**src/rtl/c17_share_ctrl_if.sv**
```systemverilog
// ---------------------------------------------------------------------------
// c17_share_ctrl_if
// Request/response handshake bundle between the two stimulus agents and the
// c17 sharing controller.
//   req0_valid/req0_vec/req0_ready : requester 0 vector handshake
//   req1_valid/req1_vec/req1_ready : requester 1 vector handshake
//   rsp0_valid/rsp0_data           : one-cycle result pulse for requester 0
//   rsp1_valid/rsp1_data           : one-cycle result pulse for requester 1
// Modports: master = requester side, slave = controller side.
// ---------------------------------------------------------------------------
interface c17_share_ctrl_if;
    logic       req0_valid;
    logic [4:0] req0_vec;
    logic       req0_ready;
    logic       req1_valid;
    logic [4:0] req1_vec;
    logic       req1_ready;
    logic       rsp0_valid;
    logic [1:0] rsp0_data;
    logic       rsp1_valid;
    logic [1:0] rsp1_data;

    modport master (
        output req0_valid, req0_vec, req1_valid, req1_vec,
        input  req0_ready, req1_ready,
        input  rsp0_valid, rsp0_data, rsp1_valid, rsp1_data
    );

    modport slave (
        input  req0_valid, req0_vec, req1_valid, req1_vec,
        output req0_ready, req1_ready,
        output rsp0_valid, rsp0_data, rsp1_valid, rsp1_data
    );
endinterface

```
**src/rtl/c17_share_ctrl.sv**
```systemverilog
// ---------------------------------------------------------------------------
// c17_share_ctrl
// Time-shares one clocked c17 core between two requesters. After reset (or a
// soft clear) the core's input flops are held in sync reset for INIT_CYCLES
// cycles, then vectors are accepted round-robin at one per cycle. Each result
// returns to its issuer exactly two edges after the accept.
// Ports:
//   clk            : rising-edge clock (block and c17 core)
//   async_reset_n  : asynchronous active-low reset
//   soft_clear     : synchronous request to re-run the clear sequence
//   bus            : request/response handshakes (slave modport)
//   c17_in         : vector to the c17 core {N7,N6,N3,N2,N1}
//   c17_sync_reset : sync reset to the c17 core
//   c17_out        : c17 core result {N23,N22}
//   grant0_cnt/grant1_cnt : accepted-request counters (wrap)
//   busy           : high in INIT or while a result is in flight
// ---------------------------------------------------------------------------
module c17_share_ctrl #(
    parameter int INIT_CYCLES = 2,
    parameter int CNT_W       = 16
) (
    input  logic             clk,
    input  logic             async_reset_n,
    input  logic             soft_clear,
    c17_share_ctrl_if.slave  bus,
    output logic [4:0]       c17_in,
    output logic             c17_sync_reset,
    input  logic [1:0]       c17_out,
    output logic [CNT_W-1:0] grant0_cnt,
    output logic [CNT_W-1:0] grant1_cnt,
    output logic             busy
);

    localparam int ICW = (INIT_CYCLES < 2) ? 1 : $clog2(INIT_CYCLES + 1);
    localparam logic [ICW-1:0] INIT_LOAD = ICW'(INIT_CYCLES);

    typedef enum logic {ST_INIT = 1'b0, ST_RUN = 1'b1} state_t;

    state_t         state_reg, state_next;
    logic [ICW-1:0] init_cnt_reg, init_cnt_next;

    logic             run;
    logic [1:0]       req_valid;
    logic [4:0]       req_vec [2];
    logic [1:0]       ready;
    logic [1:0]       accept;
    logic [1:0]       rsp_valid;
    logic [1:0]       rsp_data_reg [2];
    logic [CNT_W-1:0] grant_cnt_reg [2];

    logic last_grant_reg;
    logic s1_valid_reg, s1_id_reg;
    logic s2_valid_reg, s2_id_reg;

    assign req_valid  = {bus.req1_valid, bus.req0_valid};
    assign req_vec[0] = bus.req0_vec;
    assign req_vec[1] = bus.req1_vec;

    // ---------------- FSM: state register ----------------
    always_ff @(posedge clk or negedge async_reset_n) begin
        if (!async_reset_n) begin
            state_reg    <= ST_INIT;
            init_cnt_reg <= INIT_LOAD;
        end else begin
            state_reg    <= state_next;
            init_cnt_reg <= init_cnt_next;
        end
    end

    // ---------------- FSM: next state ----------------
    always_comb begin
        state_next    = state_reg;
        init_cnt_next = init_cnt_reg;
        case (state_reg)
            ST_INIT: begin
                if (soft_clear) begin
                    init_cnt_next = INIT_LOAD;
                end else if (init_cnt_reg <= ICW'(1)) begin
                    state_next = ST_RUN;
                end else begin
                    init_cnt_next = init_cnt_reg - ICW'(1);
                end
            end
            ST_RUN: begin
                if (soft_clear) begin
                    state_next    = ST_INIT;
                    init_cnt_next = INIT_LOAD;
                end
            end
            default: begin
                state_next    = ST_INIT;
                init_cnt_next = INIT_LOAD;
            end
        endcase
    end

    // ---------------- FSM: outputs ----------------
    // Under contention the requester that did not win last time is served;
    // a lone requester is always served. soft_clear blocks all grants so no
    // vector is accepted in the cycle the pipeline is being flushed.
    always_comb begin
        run    = (state_reg == ST_RUN);
        ready  = 2'b00;
        c17_in = 5'b00000;
        if (run && !soft_clear) begin
            ready[0] = req_valid[0] && (!req_valid[1] || last_grant_reg);
            ready[1] = req_valid[1] && (!req_valid[0] || !last_grant_reg);
        end
        accept = ready & req_valid;
        if (accept[0]) begin
            c17_in = req_vec[0];
        end else if (accept[1]) begin
            c17_in = req_vec[1];
        end
        c17_sync_reset = !run;
        busy           = !run || s1_valid_reg || s2_valid_reg;
    end

    // ---------------- Tag pipeline and arbitration memory ----------------
    // Stage 1 marks the cycle the core output is valid for the accepted
    // vector; stage 2 marks the cycle the registered response is presented.
    always_ff @(posedge clk or negedge async_reset_n) begin
        if (!async_reset_n) begin
            last_grant_reg <= 1'b1;
            s1_valid_reg   <= 1'b0;
            s1_id_reg      <= 1'b0;
            s2_valid_reg   <= 1'b0;
            s2_id_reg      <= 1'b0;
        end else begin
            if (accept != 2'b00) begin
                last_grant_reg <= accept[1];
            end
            s1_valid_reg <= (accept != 2'b00);
            s1_id_reg    <= accept[1];
            s2_valid_reg <= s1_valid_reg && !soft_clear;
            s2_id_reg    <= s1_id_reg;
        end
    end

    // ---------------- Per-requester response and grant counter ----------------
    generate
        for (genvar gi = 0; gi < 2; gi++) begin : g_req
            always_ff @(posedge clk or negedge async_reset_n) begin
                if (!async_reset_n) begin
                    rsp_data_reg[gi]  <= 2'b00;
                    grant_cnt_reg[gi] <= '0;
                end else begin
                    // A flushed result must not overwrite the last good data.
                    if (s1_valid_reg && !soft_clear && (s1_id_reg == 1'(gi))) begin
                        rsp_data_reg[gi] <= c17_out;
                    end
                    if (accept[gi]) begin
                        grant_cnt_reg[gi] <= grant_cnt_reg[gi] + 1'b1;
                    end
                end
            end
            assign rsp_valid[gi] = s2_valid_reg && (s2_id_reg == 1'(gi));
        end
    endgenerate

    assign bus.req0_ready = ready[0];
    assign bus.req1_ready = ready[1];
    assign bus.rsp0_valid = rsp_valid[0];
    assign bus.rsp1_valid = rsp_valid[1];
    assign bus.rsp0_data  = rsp_data_reg[0];
    assign bus.rsp1_data  = rsp_data_reg[1];
    assign grant0_cnt     = grant_cnt_reg[0];
    assign grant1_cnt     = grant_cnt_reg[1];

endmodule

```
**src/flat_wrapper.sv**
```systemverilog
// flat-port wrapper written by rule: the top's interface ports become plain ports
module c17_share_ctrl_flat 
#(
    parameter int INIT_CYCLES = 2,
    parameter int CNT_W       = 16
)
  (clk, async_reset_n, soft_clear, c17_in, c17_sync_reset, c17_out, grant0_cnt, grant1_cnt, busy, bus_req0_valid, bus_req0_vec, bus_req1_valid, bus_req1_vec, bus_req0_ready, bus_req1_ready, bus_rsp0_valid, bus_rsp0_data, bus_rsp1_valid, bus_rsp1_data);
  c17_share_ctrl_if bus_i ();
  input  logic clk;
  input  logic async_reset_n;
  input  logic soft_clear;
  output logic [4:0] c17_in;
  output logic c17_sync_reset;
  input  logic [1:0] c17_out;
  output logic [CNT_W-1:0] grant0_cnt;
  output logic [CNT_W-1:0] grant1_cnt;
  output logic busy;
  input wire logic [$bits(bus_i.req0_valid)-1:0] bus_req0_valid;
  input wire logic [$bits(bus_i.req0_vec)-1:0] bus_req0_vec;
  input wire logic [$bits(bus_i.req1_valid)-1:0] bus_req1_valid;
  input wire logic [$bits(bus_i.req1_vec)-1:0] bus_req1_vec;
  output wire logic [$bits(bus_i.req0_ready)-1:0] bus_req0_ready;
  output wire logic [$bits(bus_i.req1_ready)-1:0] bus_req1_ready;
  output wire logic [$bits(bus_i.rsp0_valid)-1:0] bus_rsp0_valid;
  output wire logic [$bits(bus_i.rsp0_data)-1:0] bus_rsp0_data;
  output wire logic [$bits(bus_i.rsp1_valid)-1:0] bus_rsp1_valid;
  output wire logic [$bits(bus_i.rsp1_data)-1:0] bus_rsp1_data;
  assign bus_i.req0_valid = bus_req0_valid;
  assign bus_i.req0_vec = bus_req0_vec;
  assign bus_i.req1_valid = bus_req1_valid;
  assign bus_i.req1_vec = bus_req1_vec;
  assign bus_req0_ready = bus_i.req0_ready;
  assign bus_req1_ready = bus_i.req1_ready;
  assign bus_rsp0_valid = bus_i.rsp0_valid;
  assign bus_rsp0_data = bus_i.rsp0_data;
  assign bus_rsp1_valid = bus_i.rsp1_valid;
  assign bus_rsp1_data = bus_i.rsp1_data;
  c17_share_ctrl #(.INIT_CYCLES(INIT_CYCLES), .CNT_W(CNT_W)) u_core (.clk(clk), .async_reset_n(async_reset_n), .soft_clear(soft_clear), .bus(bus_i), .c17_in(c17_in), .c17_sync_reset(c17_sync_reset), .c17_out(c17_out), .grant0_cnt(grant0_cnt), .grant1_cnt(grant1_cnt), .busy(busy));
endmodule
```
**config.mk**
```make
export PLATFORM = sky130hd
export DESIGN_NAME = c17_share_ctrl_flat
export DESIGN_NICKNAME = d
export VERILOG_FILES = /design/src/rtl/c17_share_ctrl_if.sv /design/src/rtl/c17_share_ctrl.sv /design/src/flat_wrapper.sv
export SDC_FILE = /design/constraint.sdc
export NUM_CORES = 1
export LEC_CHECK = 0
export ABC_AREA = 1
export BUFFER_PORTS_ARGS = -buffer_cell sky130_fd_sc_hd__buf_2
export CAP_MARGIN = 20
export CELL_PAD_IN_SITES_DETAIL_PLACEMENT = 0
export CELL_PAD_IN_SITES_GLOBAL_PLACEMENT = 1
export CORE_MARGIN = 2
export CORE_UTILIZATION = 38
export CTS_CLUSTER_DIAMETER = 120
export DETAILED_ROUTE_END_ITERATION = 6
export PLACE_DENSITY_LB_ADDON = 0.3
export SETUP_SLACK_MARGIN = 0.4
export SLEW_MARGIN = 20
export SYNTH_ARGS = -nofsm -noshare
export SYNTH_HDL_FRONTEND = slang
export SYNTH_SLANG_ARGS = --single-unit
```
**constraint.sdc**
```tcl
create_clock -name clk -period 1.8 [get_ports clk]
set_input_delay 0.18 -clock clk [delete_from_list [all_inputs] [get_ports clk]]
set_output_delay 0.18 -clock clk [all_outputs]
set_load 0.02 [all_outputs]
```
## Word level (Yosys, flattened, before mapping)

Cells that the tools add are included.

- Multiplexer cells: 11
- Bitwise logic cells: 4
- Order comparisons: 1
- Reductions and logical operators: 19
- Equality and inequality tests: 2
- Add/subtract/negate cells: 3

Operator list:

| kind | count |
|---|---|
| adder 16 x 1 -> 16 bit, second input constant | 2 |
| two-way mux 5 bit | 2 |
| logical AND 1 bit | 8 |
| two-way mux 2 bit | 4 |
| zero test 1 bit | 5 |
| logical OR 1 bit | 4 |
| case mux 2 bit (2 select lines) | 1 |
| two-way mux 1 bit | 3 |
| != test 3 bit, second input constant | 1 |
| NOT 1 bit | 3 |
| bitwise AND 2 bit | 1 |
| <= comparator 2 x 1 -> 1 bit, second input constant | 1 |
| != test 2 bit, second input constant | 1 |
| case mux 1 bit (2 select lines) | 1 |
| AND reduction 2 bit | 1 |
| nonzero test 2 bit | 1 |
| subtractor 2 x 1 -> 2 bit, second input constant | 1 |

- Register bits after elaboration: 44
- Output and inout bits: 47
- Word-level logic and storage cells: 51
- Input bits: 17

## Longest topological paths before layout

Gate-level depths: netlist of the first run.

- Word-level depth: 7
- Mapped depth: 9
- Mapped depth without buffers: 9

## Worst setup path after synthesis of the first run

No wires, ideal clock.

- Kind: register to register
- Start point: reg u_core.grant_cnt_reg (netlist bit u_core.grant0_cnt[1])
- End point: reg u_core.grant_cnt_reg (netlist bit u_core.grant0_cnt[14])
- Stages on the path, launching flop included: 7
- Path buffers: 0
- Library setup time: 123 ps
- Period minus slack after synthesis: 1489 ps
- Data required time: 1677 ps
- Slack: 311 ps
- Arrival time: 1366 ps
- Cells stage by stage: dfrtp_1 -> ha_1 -> nand2_1 -> nor2_1 -> nand3_1 -> o21ai_0 -> nand2_1

- Cells in the longest elaborated chain, start to end: 1

Ends and longest elaborated chain:

| item | RTL line | text |
|---|---|---|
| start, declared | c17_share_ctrl.sv:49 | `logic [CNT_W-1:0] grant_cnt_reg [2];` |
| start signal, assigned by index | c17_share_ctrl.sv:153 | `grant_cnt_reg[gi] <= grant_cnt_reg[gi] + 1'b1;` |
| adder 16 x 1 -> 16 bit | c17_share_ctrl.sv:153 |  |

Every way passes these cells.
A chain may end at the register's enable or synchronous reset.

## Worst setup path after layout of the first run

- Start point: reg u_core.last_grant_reg
- End point: out c17_in[0]

- Cells in the longest elaborated chain, start to end: 7
- Elaborated cells on any way between the ends: 9
- Classes of those cells: mux (3); bitwise (1); reduce/logical (5)

Ends and longest elaborated chain:

| item | RTL line | text |
|---|---|---|
| start, declared | c17_share_ctrl.sv:51 | `logic last_grant_reg;` |
| start signal, assigned | c17_share_ctrl.sv:131 | `last_grant_reg <= accept[1];` |
| zero test 1 bit | c17_share_ctrl.sv:107 | `ready[1] = req_valid[1] && (!req_valid[0] \|\| !last_grant_reg);` |
| logical OR 1 bit | c17_share_ctrl.sv:107 |  |
| logical AND 1 bit | c17_share_ctrl.sv:107 |  |
| two-way mux 2 bit (*) | c17_share_ctrl.sv:105 | `if (run && !soft_clear) begin` |
| bitwise AND 2 bit (*) | c17_share_ctrl.sv:109 | `accept = ready & req_valid;` |
| two-way mux 5 bit | c17_share_ctrl.sv:112 | `end else if (accept[1]) begin` |
| two-way mux 5 bit (*) | c17_share_ctrl.sv:110 | `if (accept[0]) begin` |
| end, declared | flat_wrapper.sv:12 | `output logic [4:0] c17_in;` |

Every way passes the cells marked *; elsewhere a longest branch is shown, timed or not.

==> metrics.txt, run 1 <==
HP Class in2reg; drt first pass iters 4; Worst Path Buf+Inv 1; Leak 0.00161 µW; RSZ-0062 raised after global routing yes; Crit. End Element output port; Internal 1800 µW; Final Util 52.1%; area grow syn2layout 33.0%; GP Congestion roughly 0.77; WP depth 5; sequential share of the synthesized area 47.8%; syn_nets approximately 300; setup_tns 0 ns; initial antenna violation count 0; hpwl dp 3830 µm; count of state elements after synthesis 44; CTS H-tree depth 2; Worst-Skew Late Latency slightly below 0.3 ns; min cycle time layout between 1.5 and 2 ns; Synth cell types 25; # fillers 588; Final Hold Fails 0; synthesized area per cell 8.16 µm²; Clock power frac 21.2%; worst slew pin tran 0.454 ns; switch share a little over a third; Num CTS Buffers 5; Longest Clk Path Bufs 2; sequential group share of total power 47.1%; CTS tree built; clock sink count 44; Synth Instances between 200 and 300; sw power around 1000 µW; status complete, no violations; CP peak stage delay 0.55 ns; largest net degree at the start of global routing 21; # setup viols final 0; Routed WL per cell 11.6 µm; Synth Cell Area 2310 µm²; Via density 4.55; Die W 81.9 µm; Yosys warnings 0; Die Span Y 81.9 µm; DRT iter0 DRCs 55; CP max stage cell dfstp_2; placed cell area 2730 µm²; DP Worst Slack roughly 0.3 ns; pwr dens between 900 and 1000 nW/µm²; startpoint types flop; max_cap viols 0; Crit Path Category reg2out; Critical Path AT 1.41 ns; dpl cells 422; Crit path top cell by count nand2_2; Hold Path Depth 3; PortBufs 63; gr ovfl total 0; Antenna diodes 0; Comb power frac 31.7%; ratio of cells with drive above 1 in the final layout 32.6%; Core Rows 28; Setup WS post-layout 0.209 ns; first-pass GRT wire length 8490 µm; num ports 64; design area 3070 µm²; Finished Layout Cells 446; Routed WL 5190 µm; Worst IR Drop VDD 0.675 mV; total track usage 16.3%; CP delay by family, top flip-flops; CTS clock-pin slew for the worst setup and hold paths 0.08 ns; core footprint between 5000 and 6000 µm²; max_slew headroom 69.7%; commonest cells after routing, fill and taps aside nand2_1 (90), buf_2 (57), dfrtp_1 (40); Initial Util 39.2%; maximum operating frequency 629 MHz; Critical Path RT 1.62 ns; vias in the first global route between 1500 and 2000; CTS Root Cell clkbuf_8; crit-path cells nand2_2, nand2_2, nor2_4, a22o_1, buf_6; Final Slew Violations 0; crit path max fanout 7; DRC viols 0; commonest non-fill, non-tap cell in the layout nand2_1; Reg2Reg Depth 9; Final period util 88.4%; Final ANT Viol Nets 0; nets@finish 390; clk_skew 0.00482 ns; DR vias 2030; die area 6710 µm²
-- final cells by class --
cell class                 count  area [µm²]  share of cell area [%]
multi-input combinational    201        1130                    36.7
sequential                    44        1110                    36.0
clock buffer                   8        80.1                    2.61
timing repair buffer          82         526                    17.1
tap                           75        93.8                    3.06
inverter                      36         138                    4.48
-- power by group through the flow --
stage               Combinational, µW  Sequential [µW]  Clock (µW)
floorplan                         391             1460           0
global route                      988             1350         672
CTS                               860             1330         615
detailed placement                774             1350           0
finish                            894             1330         598
global placement                  767             1340           0
-- stage by stage --
| step | total power (µW) | hold slack [ns] |
|---|---|---|
| floorplan | 1850 | -0.116 |
| global placement | 2110 | 0.163 |
| detailed placement | 2120 | 0.164 |
| CTS | 2800 | 0.152 |
| global route | 3010 | 0.173 |
| finish | 2820 | 0.165 |
-- cells by family after synthesis --
group,count (synthesis),synth area share [%]
AOI/OAI and AO/OA,14,3.85
xor gates and xnor gates,17,6.78
adders and majority gates,3,1.63
buffers and inverters,38,6.67
DFF,44,47.8
and+or+nand+nor,167,33.3
-- timing repair --
item / 4_1_cts / 5_1_grt
hold buffers: 1 / 0
setup buffers: 8 / 7
hold endpoints to repair: 16 / 0
pin swaps: 5 / 4
resized for setup: 23 / 15
setup endpoints to repair: 22 / 28
-- layer usage --
layer	up-vias	part of all wire, %	global-route usage [%]
met5	-	0	0
li1	1059	-	-
met1	933	48	21.5
met4	0	0.83	4.00
met3	7	3.4	3.52
met2	31	48	27.3
-- final timing paths --
check,endpoint,slack [ns],startpoint
worst max-delay path,c17_in[0],0.21,u_core.last_grant_reg$_DFFE_PN1P_
worst min-delay path,u_core.bus.rsp0_data[1]$_DFFE_PN0P_,0.17,c17_out[1]
worst max register to register,u_core.grant0_cnt[11]$_DFFE_PN0P_,0.29,u_core.last_grant_reg$_DFFE_PN1P_
worst min register to register,u_core.s2_id_reg$_DFF_PN0_,0.41,u_core.s1_id_reg$_DFF_PN0_
max in group asynchronous,u_core.grant0_cnt[4]$_DFFE_PN0P_,0.87,async_reset_n
min in group asynchronous,u_core.init_cnt_reg[0]$_DFFE_PN0P_,0.36,async_reset_n
-- cell usage after synthesis --
master | count | area, µm²
nand3_2 | 3 | 30.0
xor2_1 | 9 | 78.8
inv_2 | 3 | 11.3
o21ai_0 | 8 | 40.0
nor2_4 | 5 | 56.3
dfstp_2 | 2 | 52.6
nand2_1 | 93 | 349
nor2_2 | 2 | 12.5
a22o_1 | 4 | 35.0
o31ai_1 | 1 | 7.51
ha_1 | 3 | 37.5
xnor2_2 | 1 | 16.3
inv_1 | 33 | 124
nor2_1 | 27 | 101
nand3_1 | 18 | 90.1
buf_6 | 1 | 11.3
nand4_1 | 5 | 31.3
nand2_2 | 4 | 25.0
nand3b_1 | 4 | 30.0
xnor2_1 | 7 | 61.3
nor3_1 | 4 | 20.0
nand2_4 | 2 | 22.5
a31oi_1 | 1 | 6.26
buf_4 | 1 | 7.51
dfrtp_1 | 42 | 1050
-- tightest hold or removal path, cell delays in order --
cell and delay, ns:
buf_2 0.09, inv_1 0.05, o21ai_0 0.08
Power figures use the tool's default switching activity.
==> run 2, diff against run 1 <==
ABC_AREA = default   (was 1)
CORE_UTILIZATION = 39   (was 38)
==> run 2 against run 1 <==
Final area down 2.3%. Clock power grew 37%. Final cell count decreased by 27%. Synthesized cell count shrank 43%. Critical path type unchanged. Highest routed layer unchanged.
==> metrics.txt, run 2 <==
share of the synthesized area in the top cell type 51.8% (+6.3 points); status complete, no violations; Yosys warnings 0 (unchanged); crit-path cells a21oi_2, buf_6, a22o_4, buf_6; CP peak stage delay 0.59 ns (+0.04 ns); RR Endpoint u_core.grant0_cnt[1]$_DFFE_PN0P_; maximum operating frequency 623 MHz (-0.95%); Hold Path Depth 2 (-1); core footprint 5070 µm² (-14%); Finished Layout Cells 327 (-27%); DR vias 1572 (-23%); DRT iter0 DRCs 69 (+25%); commonest cells after routing, fill and taps aside buf_2 (56), dfrtp_1 (30), xnor2_1 (25); initial antenna violation count 0 (unchanged); CP max stage cell dfstp_2; final hold slack 0.110 ns (-0.0557 ns); r2r setup slk 0.29 ns (about the same); clk_skew 0.00614 ns (+0.00132 ns); Worst Path Buf+Inv 2 (+1); startpoint types flop; most frequent cell after synthesis dfrtp_1; Worst IR Drop VDD 0.490 mV (-27%); Routed WL 4600 µm (-11%); largest cells by area after synthesis dfrtp_1 (52%), xnor2_1 (11%), nand4_1 (3.7%), mux2_2 (3.3%), a2111oi_4 (2.7%); drt first pass iters 4 (unchanged); synth cell count leaders dfrtp_1 (42), xnor2_1 (25), nand4_1 (12), nand2_1 (11), nand3_1 (10); Longest Clk Path Bufs 2 (unchanged); CTS H-tree depth 2 (unchanged); pwr dens 1080 nW/µm² (+17%); Die W 76.1 µm (-7.1%); crit path max fanout 7 (unchanged); RSZ-0062 raised after global routing yes; dpl cells 293 (-31%); Core Rows 26 (-7.1%); max_cap viols 0 (unchanged); CTS clock-pin slew for the worst setup and hold paths 0.08 ns (about the same); Final Hold Fails 0 (unchanged); DRC viols 0 (unchanged); Setup WS post-layout 0.194 ns (-0.0153 ns); Synth cell types 32 (+28%); CTS tree built; max_slew headroom 75.1% (+5.4 points); Critical Path RT 1.62 ns (about the same); CP delay by family, top flip-flops; CTS Root Cell clkbuf_8; EDFF count, synth 0 (unchanged); Routed WL per cell 14.1 µm (+21%); Reg2Reg Depth 6 (-3); first-pass GRT wire length 7580 µm (-11%); ratio of cells with drive above 1 in the final layout 56.0% (+23 points); Hold Startpoint soft_clear; Worst Hold End u_core.run$_DFF_PN0_; Synth Instances 161 (-43%); largest net degree at the start of global routing 45 (+110%); ys async rst share 100% (unchanged); total track usage 16.2% (-0.14 points); GP Congestion 0.716 (-6.7%); Worst-Skew Late Latency 0.29 ns (about the same); nets@finish 276 (-29%); num ports 64 (unchanged); vias in the first global route 1547 (-17%); # setup viols final 0 (unchanged); Via density 4.81 (+5.6%); WP depth 4 (-1); Die Span Y 76.1 µm (-7.1%); PortBufs 63 (unchanged); Synth Flop Type dfrtp_1; Antenna diodes 0 (unchanged); commonest non-fill, non-tap cell in the layout buf_2; syn_nets 181 (-40%); gr ovfl total 0 (unchanged); DP Worst Slack 0.143 ns (-0.150 ns); hpwl dp 2980 µm (-22%); sequential share of the synthesized area 54.4% (+6.6 points); HP Class in2reg; Initial Util 40.0% (+0.74 points); area grow syn2layout 47.9%; die area 5790 µm² (-14%); Crit Path Category reg2out; Crit path top cell by count buf_6; Final Util 59.1% (+7.0 points); count of state elements after synthesis 44 (unchanged); Final Slew Violations 0 (unchanged); Synth Cell Area 2030 µm² (-12%); Leak 0.00150 µW (-6.9%); Final period util 89.2% (+0.85 points); worst slew pin tran 0.374 ns (-0.0803 ns); min cycle time layout 1.61 ns (+0.0153 ns); R2R Path Start u_core.last_grant_reg$_DFFE_PN1P_; Critical Path AT 1.43 ns (+0.02 ns); synthesized area per cell 12.6 µm² (+54%); clock sink count 44 (unchanged); Num CTS Buffers 5 (unchanged); Final ANT Viol Nets 0 (unchanged); setup_tns 0 ns (unchanged); Synth area leader dfrtp_1; Crit. End Element output port
-- run 2: cell type report --
type	count	area (µm²)
fill	447	2080
sequential	44	1120
multi-input combinational	111	992
timing repair buffer	91	663
clock buffer	7	96.3
tap	70	87.6
clock inverter	1	30.0
inverter	3	11.3
-- run 2: per-layer routing --
metal | vias to the layer above | part of all wire (%) | global-route usage, % | wire, µm
li1 | 758 | - | - | -
met5 | - | 0 | 0 | 0
met3 | 8 | 5.2 | 3.55 | 240
met2 | 46 | 46 | 24.6 | 2110
met4 | 0 | 2.1 | 6.55 | 96
met1 | 760 | 47 | 22.6 | 2150
-- run 2: where the power goes --
part	internal [µW]	leakage, µW	switching (µW)
clock	490	0.0000645	329
sequential	1170	0.000573	185
combinational	527	0.000862	535
-- run 2: cells by family after synthesis --
kind of cell | share of synthesized area (%)
buffers and inverters | 1.54
xor gates and xnor gates | 13.4
and+or+nand+nor | 18.3
muxes | 3.33
DFF | 54.4
AOI/OAI and AO/OA | 7.16
adders and majority gates | 1.85
-- run 2: per-stage QoR --
| step | area, µm² | power [µW] |
|---|---|---|
| finish | 3000 | 3230 |
| global route | 3000 | 3420 |
| CTS | 2820 | 3150 |
| detailed placement | 2510 | 2150 |
| global placement | 2510 | 2130 |
| floorplan | 2110 | 1870 |
-- run 2: repair_timing --
action / CTS / global route
buffers inserted: 13 / 11
resized for setup: 19 / 20
pin swaps: 12 / 19
endpoints found under the hold margin: 42 / 0
hold buffers: 1 / 0
gates cloned: 1 / 0
setup endpoints to repair: 32 / 36
-- run 2: how the worst max path moves through the flow --
stage                     slack [ns]                                 to                              start
after floorplan                 0.38  u_core.grant1_cnt[10]$_DFFE_PN0N_   u_core.grant1_cnt[0]$_DFFE_PN0N_
after global placement          0.17                          c17_in[2]  u_core.last_grant_reg$_DFFE_PN1P_
after detailed placement        0.14                          c17_in[1]  u_core.last_grant_reg$_DFFE_PN1P_
after CTS                       0.16                          c17_in[1]  u_core.last_grant_reg$_DFFE_PN1P_
after global routing            0.15                          c17_in[0]               u_core.run$_DFF_PN0_
final                           0.19                          c17_in[1]  u_core.last_grant_reg$_DFFE_PN1P_
